### config.mk
export PLATFORM = sky130hd
export DESIGN_NAME = axi4_chk_len_fifo
export DESIGN_NICKNAME = d
export VERILOG_FILES = /design/src/rtl/axi4_chk_pkg.sv /design/src/rtl/axi4_chk_len_fifo.sv
export SDC_FILE = /design/constraint.sdc
export NUM_CORES = 1
export LEC_CHECK = 0
export CAP_MARGIN = 10
export CORE_UTILIZATION = 57
export CTS_CLUSTER_SIZE = 16
export DETAILED_ROUTE_END_ITERATION = 8
export MAX_ROUTING_LAYER = met4
export PLACE_DENSITY = 0.84
export SYNTH_ARGS = -nofsm -noshare
export SYNTH_HDL_FRONTEND = slang
export SYNTH_SLANG_ARGS = --single-unit
### constraint.sdc
create_clock -name clk -period 4.58 [get_ports clk]
set_input_delay 1.374 -clock clk [delete_from_list [all_inputs] [get_ports clk]]
set_output_delay 1.374 -clock clk [all_outputs]
set_load 0.01 [all_outputs]
### src/rtl/axi4_chk_pkg.sv
// Shared definitions for the AXI4 protocol checker:
// error indices, burst tracker state and response codes.
package axi4_chk_pkg;

  localparam int ERR_W      = 12;
  localparam int E_AW_STAB  = 0;
  localparam int E_W_STAB   = 1;
  localparam int E_B_STAB   = 2;
  localparam int E_AR_STAB  = 3;
  localparam int E_R_STAB   = 4;
  localparam int E_WLAST    = 5;
  localparam int E_RLAST    = 6;
  localparam int E_W_NO_AW  = 7;
  localparam int E_B_UNEXP  = 8;
  localparam int E_R_UNEXP  = 9;
  localparam int E_AW_OVF   = 10;
  localparam int E_AR_OVF   = 11;

  localparam logic [1:0] RESP_OKAY = 2'b00;

  typedef enum logic {
    ST_IDLE,
    ST_BURST
  } burst_st_t;

  // Lowest set index wins when several errors fire together.
  function automatic logic [3:0] first_idx(
    input logic [ERR_W-1:0] v
  );
    first_idx = '0;
    for (int i = ERR_W - 1; i >= 0; i--)
      if (v[i]) first_idx = 4'(i);
  endfunction

endpackage

### src/rtl/axi4_chk_len_fifo.sv
// Burst-length FIFO; a full FIFO still accepts a push
// when a pop happens on the same edge.
module axi4_chk_len_fifo
  import axi4_chk_pkg::*;
#(
  parameter int DEPTH = 4,
  parameter int WIDTH = 8
) (
  input  logic             clk,
  input  logic             rst_n,
  input  logic             push_i,
  input  logic [WIDTH-1:0] din_i,
  input  logic             pop_i,
  output logic [WIDTH-1:0] dout_o,
  output logic             full_o,
  output logic             empty_o
);

  localparam int PW = $clog2(DEPTH);

  logic [WIDTH-1:0] mem_q [DEPTH];
  logic [PW:0]      wr_q;
  logic [PW:0]      rd_q;
  logic             push_ok;
  logic             pop_ok;

  assign empty_o = (wr_q == rd_q);
  assign full_o  = (wr_q[PW] != rd_q[PW]) &&
                   (wr_q[PW-1:0] == rd_q[PW-1:0]);
  assign pop_ok  = pop_i && !empty_o;
  assign push_ok = push_i && (!full_o || pop_ok);
  assign dout_o  = mem_q[rd_q[PW-1:0]];

  always_ff @(posedge clk or negedge rst_n) begin
    if (!rst_n) begin
      wr_q <= '0;
      rd_q <= '0;
    end else begin
      if (push_ok) wr_q <= wr_q + (PW+1)'(1);
      if (pop_ok)  rd_q <= rd_q + (PW+1)'(1);
    end
  end

  always_ff @(posedge clk) begin
    if (push_ok) mem_q[wr_q[PW-1:0]] <= din_i;
  end

endmodule

==> results by group, run 1 <==
Run status
  – Status: complete, no violations

GRT
  – Vias in the first global route: about 830
  – Overall routing resource usage: 0.221
  – Initial antenna violation count: 0
  – Met1 usage: 0.284
  – Global-route wire length before repair: roughly 4100 µm
  – Largest net degree at the start of global routing: 13
  – Met2 GRT Util: 0.323
  – Routing usage on met3: 0.0738
  – Grt ovf: 0
  – GRT Max-Usage Layer: met2

Layout
  – Area delta synth->final: 17.0%
  – Antenna diodes: 0
  – Commonest non-fill, non-tap cell in the layout: edfxtp_1
  – Most frequent cells in the layout: edfxtp_1 (32), clkdlybuf4s50_1 (21), mux4_2 (8), dfrtp_1 (6)
  – Final net count: approximately 130
  – Fillers: between 150 and 200
  – Layout cells sized above 1: 0.155

Setup path
  – Worst Path Required: about 3.2 ns
  – CP Data Arrival Time: 2.23 ns
  – Critical Setup Path Class: flop to primary output
  – Critical path capture point type: primary output
  – Worst Path Max Fanout: 11
  – FF-to-FF setup slack: approximately 2.3 ns
  – Startpoint type of the worst setup path: flop

Clock network
  – Total CTS buffers: 5
  – Setup Buffers After CTS: 0
  – Clock Pin Slew Worst Setup and Hold Paths: roughly 0.11 ns
  – Maximum clock path buffer count: 2
  – Clock Latency Late Sink: roughly 0.33 ns
  – Resized Gates After CTS: 0
  – Clock Sinks: 38
  – H-tree Lvls: 2
  – CTS root buf: clkbuf_4
  – CTS tree: built
  – Hold-fix buffers, CTS: 0

Hold path
  – HP Class: flop to flop

Power
  – Internal: around 800 µW
  – Static Leak: approximately 0.00065 µW
  – Comb pwr share: 0.402
  – Clk pwr share: 0.135
  – Sequential Power Share: 0.464
  – Max IR drop VDD: around 0.48 mV
  – Net Sw Frac: 0.344
  – Power Density: approximately 630 mW/mm²
  – P_sw: 410 µW

STA
  – # setup viols final: 0
  – Final TNS setup: 0 ns
  – Maximum clock rate: 0.277 GHz
  – Final clock skew: between 0.01 and 0.015 ns
  – Final clock period utilization by the worst path: 0.787
  – Setup ws final: between 0.9 and 1 ns
  – Worst-Margin Slew: a little over 0.7 ns
  – Max-slew headroom: 0.516
  – Max-slew violations: 0
  – Tmin final: ~3.6 ns
  – Final Hold Viols: 0
  – Unrepaired setup endpoints after global routing: false

Placement
  – IO Port Bufs: 21
  – Place WS: 1.33 ns
  – Routability congestion estimate: ~0.84
  – DP Wirelength: roughly 1700 µm

Logic synthesis
  – Synth area leader: edfxtp_1
  – Post-Syn Area per Cell: between 15 and 20 µm²
  – Yosys warns: 0
  – Mapped Area: about 0.0016 mm²
  – Netlist cell types: 24
  – Sequential fraction of the synthesis area: 0.693
  – Post-synth net total: 102
  – Synth Instances: 85
  – Top-area cell type share of the netlist area: 0.600
  – Synthesis-stage register bit count: 38
  – Synth top area cells: edfxtp_1 (60%), mux4_2 (11%), dfrtp_1 (9.4%), ha_1 (3.9%), xnor2_1 (1.6%)

Detailed routing
  – Post-DR wirelength/cell: around 18 µm
  – DR vias: ~830
  – Initial DRC Count: 11
  – Final ANT Viol Nets: 0
  – Via/cell ratio: roughly 5.9
  – Drt first pass iters: 4
  – Drt total wl: approximately 2600 µm
  – DRC: 0

Floorplan
  – I/O pin count: 22
  – FP Rows: 18
  – Die ar.: roughly 0.0030 mm²
  – Die H: between 50 and 60 µm
  – Die W: 55.0 µm
  – Initial Util: 0.624
  – Core area: 0.00257 mm²

Run
  – Max_cap viols: 0
==> cell families (layout without fill, tap and decap cells) <==
group / count (synthesis) / in the layout / synth area share
flip-flops: 38 / 38 / 0.693
multiplexers: 10 / 10 / 0.126
AO/OA/AOI/OAI: 9 / 9 / 0.0500
AND/OR/NAND/NOR: 9 / 9 / 0.0336
buffers and inverters: 8 / 33 / 0.0250
XOR/XNOR: 6 / 6 / 0.0328
adder cells (fa/ha/maj): 5 / 5 / 0.0390
==> state kept, by name, summed over array words and instances (netlist names) <==
name,flops
wr_q,3
mem_q,32
rd_q,3
==> through the flow <==
stage	utilization	instance area [µm²]	cells	hold WS (ns)	total power [µW]
after floorplan	-	1600	85	0.500	852
after CTS	0.731	1880	140	0.553	1200
after detailed placement	0.711	1830	132	0.538	1040
after global routing	0.731	1880	140	0.557	1270
after global placement	0.711	1830	132	0.516	1020
final	0.731	1880	140	0.554	1190
==> cells in the mapped netlist <==
| library cell | count |
|---|---|
| and2_1 | 1 |
| and3_1 | 3 |
| buf_1 | 1 |
| buf_2 | 2 |
| buf_6 | 1 |
| dfrtp_1 | 6 |
| edfxtp_1 | 32 |
| ha_1 | 5 |
| inv_1 | 4 |
| mux2_2 | 2 |
| mux4_2 | 8 |
| nand2_1 | 1 |
| nor3_1 | 2 |
| o211ai_1 | 1 |
| o21ai_0 | 1 |
| o311ai_0 | 2 |
| o311ai_1 | 1 |
| o31a_1 | 1 |
| o31ai_1 | 1 |
| o41ai_1 | 1 |
| o41ai_2 | 1 |
| or4_1 | 2 |
| xnor2_1 | 3 |
| xor2_1 | 3 |
==> worst max-delay path: stages (launching register included) <==
cell and delay, ns:
dfrtp_1 0.66, xor2_1 0.64, nor3_1 0.10, clkdlybuf4s50_1 0.51
==> per-layer routing <==
metal,vias to the layer above,share of wire
met5,-,0
met4,0,0.010
met3,2,0.047
met2,21,0.49
met1,415,0.45
li1,391,-
==> final timing paths <==
kind / endpoint / start / depth (start not counted)
hold reg to reg: wr_q[2] / wr_q[2] / 1
setup / recovery: empty_o / rd_q[1] / 3
min in group asynchronous: wr_q[1] / rst_n / 1
hold / removal: wr_q[2] / wr_q[2] / 1
max in group asynchronous: rd_q[2] / rst_n / 1
setup reg to reg: mem_q[0][4] / rd_q[1] / 3
==> power groups by stage <==
stage	clock [µW]	combinational (µW)	sequential, µW
after global placement	0	461	554
after global routing	182	525	566
final	160	478	552
after detailed placement	0	480	562
after floorplan	0	343	509
after CTS	163	482	554
==> layout make-up <==
type	instances	area, µm²	share of cell area
clock inverter	2	8.76	0.00467
clock buffer	6	41.3	0.0220
sequential	38	1110	0.592
inverter	4	15.0	0.00801
tap	30	37.5	0.0200
multi-input combinational	39	452	0.241
timing repair buffer	21	210	0.112
(Power assumes the default switching activity.)
==> run 2: changes to the inputs <==
--- a/config.mk
+++ b/config.mk
@@ -6,11 +6,11 @@
 export NUM_CORES = 1
 export LEC_CHECK = 0
 export CAP_MARGIN = 10
-export CORE_UTILIZATION = 57
+export CORE_UTILIZATION = 53
 export CTS_CLUSTER_SIZE = 16
 export DETAILED_ROUTE_END_ITERATION = 8
 export MAX_ROUTING_LAYER = met4
-export PLACE_DENSITY = 0.84
+export PLACE_DENSITY = 0.79
 export SYNTH_ARGS = -nofsm -noshare
 export SYNTH_HDL_FRONTEND = slang
 export SYNTH_SLANG_ARGS = --single-unit
==> constraint.sdc (replaced) <==
create_clock -name clk -period 3.7 [get_ports clk]
set_input_delay 1.11 -clock clk [delete_from_list [all_inputs] [get_ports clk]]
set_output_delay 1.11 -clock clk [all_outputs]
set_load 0.01 [all_outputs]
==> run 2 against run 1 <==
Against the previous run:
- largest cell class unchanged
- combinational power rose by 22%
- critical path depth stayed put
- first-iteration DRC count grew to 3.4 times the previous value
- the flow now finishes with violations (design-rule violations)
- clock skew decreased by 0.0071 ns
- setup slack lost 0.61 ns
- critical path type unchanged
- wire length decreased by 2.8%
- flip-flop and latch count unchanged
- final area increased by 1.4%
- register-to-register slack lost 0.87 ns
==> results by group, run 2 (same netlist as run 1, synthesis figures left out) <==
Run status
  – Status: finished with violations
  – Failing checks: design-rule violations

STA
  – Final clock period utilization by the worst path: 0.901
  – Max-slew headroom: 0.515 (-0.00118)
  – Worst-Margin Slew: 0.726 ns (+0.00177 ns)
  – Max-slew violations: 0 (unchanged)
  – # setup viols final: 0 (unchanged)
  – Tmin final: about 3.3 ns
  – Unrepaired setup endpoints after global routing: false
  – Final Hold Viols: 0 (unchanged)
  – Final TNS setup: 0 ns (unchanged)
  – Maximum clock rate: between 0.2 and 0.3 GHz
  – Setup ws final: 0.365 ns (-0.609 ns)
  – Final clock skew: 0.00350 ns (-0.00714 ns)

Floorplan
  – Die ar.: 0.00325 mm² (+7.3%)
  – Die W: 57.0 µm (+3.6%)
  – FP Rows: 19 (+1)
  – Die H: 57.0 µm (+3.6%)
  – I/O pin count: 22 (unchanged)
  – Initial Util: 0.571 (-0.0529)
  – Core area: 0.00281 mm² (+9.3%)

GRT
  – Global-route wire length before repair: 4170 µm (+0.51%)
  – Initial antenna violation count: 0 (unchanged)
  – Grt ovf: 0 (unchanged)
  – GRT Max-Usage Layer: met2
  – Met1 usage: 0.242 (-0.0423)
  – Overall routing resource usage: 0.189 (-0.0314)
  – Routing usage on met3: 0.0544 (-0.0193)
  – Largest net degree at the start of global routing: 13 (unchanged)
  – Met2 GRT Util: 0.281 (-0.0426)
  – Vias in the first global route: 841 (+1.6%)

Clock network
  – Clock Sinks: 38 (unchanged)
  – Clock Latency Late Sink: 0.34 ns (about the same)
  – Clock Pin Slew Worst Setup and Hold Paths: 0.11 ns (about the same)
  – Total CTS buffers: 5 (unchanged)
  – CTS root buf: clkbuf_4
  – H-tree Lvls: 2 (unchanged)
  – Maximum clock path buffer count: 2 (unchanged)
  – Setup Buffers After CTS: 0 (unchanged)
  – Resized Gates After CTS: 0 (unchanged)
  – CTS tree: built
  – Hold-fix buffers, CTS: 0 (unchanged)

Setup path
  – Startpoint type of the worst setup path: flop
  – Worst Path Required: 2.59 ns (-0.62 ns)
  – Critical Setup Path Class: flop to primary output
  – CP Data Arrival Time: 2.22 ns (about the same)
  – Top cell family by delay on the critical path: flip-flops
  – Crit path max-delay cell type: dfrtp_1
  – Sequence of cells on the critical path: xor2_1, nor3_1, clkdlybuf4s50_1
  – Buf+Inv Stages, Crit Path: 1 (unchanged)
  – Slowest stage delay, CP: 0.78 ns (+0.12 ns)
  – Worst Path Max Fanout: 12 (+1)
  – Critical path capture point type: primary output

Run
  – Max_cap viols: 0 (unchanged)

Detailed routing
  – Final ANT Viol Nets: 0 (unchanged)
  – Post-DR wirelength/cell: 17.8 µm (-3.4%)
  – Drt total wl: 2500 µm (-2.8%)
  – Via/cell ratio: 5.97 (+0.85%)
  – DR vias: 842 (+1.6%)
  – Drt first pass iters: 6 (+2)
  – Initial DRC Count: 37 (+26)
  – DRC: 3 (+3)

Layout
  – Antenna diodes: 0 (unchanged)
  – Final Non-Filler Cells: 141 (+0.71%)
  – Layout cells sized above 1: 0.155 (unchanged)
  – Area delta synth->final: 18.7%
  – Largest register FFs: 32 (unchanged)
  – Commonest non-fill, non-tap cell in the layout: edfxtp_1
  – Most frequent cells in the layout: edfxtp_1 (32), clkdlybuf4s50_1 (21), mux4_2 (8), dfrtp_1 (6)
  – Final net count: 126 (unchanged)

Placement
  – Cells after DPL: 133 (+0.76%)
  – Routability congestion estimate: 0.845 (+0.57%)
  – IO Port Bufs: 21 (unchanged)
  – DP Wirelength: 1710 µm (-2.1%)
  – Place WS: 0.705 ns (-0.629 ns)

Power
  – Max IR drop VDD: 0.475 mV (-1.5%)
  – Static Leak: 0.000664 µW (+1.5%)
  – Power Density: 808 mW/mm² (+27%)

Hold path
  – HP Class: flop to flop
==> run 2: cell count changes in the layout (fill, tap and decap cells not counted) <==
cell       before  now
clkinv_2        1    0
clkbuf_1        1    2
clkinv_1        1    0
bufinv_16       0    1
==> run 2: area by class of cell <==
class                      instances  area [µm²]
timing repair buffer              21         210
fill                             189         903
multi-input combinational         39         452
clock buffer                       7        45.0
clock inverter                     1        30.0
tap                               31        38.8
inverter                           4        15.0
sequential                        38        1110
==> run 2: worst paths after layout <==
check / slack (ns) / cells past startpoint / from / to
setup / recovery: 0.37 / 3 / rd_q[0] / empty_o
hold / removal: 0.54 / 1 / wr_q[2] / wr_q[2]
setup reg to reg: 1.38 / 3 / rd_q[0] / mem_q[1][1]
hold reg to reg: 0.54 / 1 / wr_q[2] / wr_q[2]
max in group asynchronous: 2.45 / 1 / rst_n / rd_q[1]
min in group asynchronous: 1.02 / 1 / rst_n / rd_q[2]
==> run 2: stage by stage <==
step                       util  power, µW  hold WS [ns]  cell area (µm²)
final                     0.678       1540         0.540             1900
after global routing      0.678       1630         0.559             1900
after CTS                 0.678       1550         0.544             1900
after detailed placement  0.651       1290         0.525             1830
after global placement    0.651       1260         0.514             1830
after floorplan               -       1060         0.500             1600
==> run 2: layer usage <==
metal	routed length (µm)	up-vias
met5	0	-
met4	57	0
met3	126	7
met2	1270	24
met1	1050	418
li1	-	393
==> run 2: report_power, final <==
group	internal, µW	switching [µW]
clock network	143	127
logic	315	270
registers	580	101
==> run 3: changes to the inputs <==
--- a/config.mk
+++ b/config.mk
@@ -9,6 +9,7 @@
 export CORE_UTILIZATION = 53
 export CTS_CLUSTER_SIZE = 16
 export DETAILED_ROUTE_END_ITERATION = 8
+export GPL_ROUTABILITY_DRIVEN = 0
 export MAX_ROUTING_LAYER = met4
 export PLACE_DENSITY = 0.79
 export SYNTH_ARGS = -nofsm -noshare
==> results of run 3 <==
Final layout, timing and power as in run 2 (identical DEF).
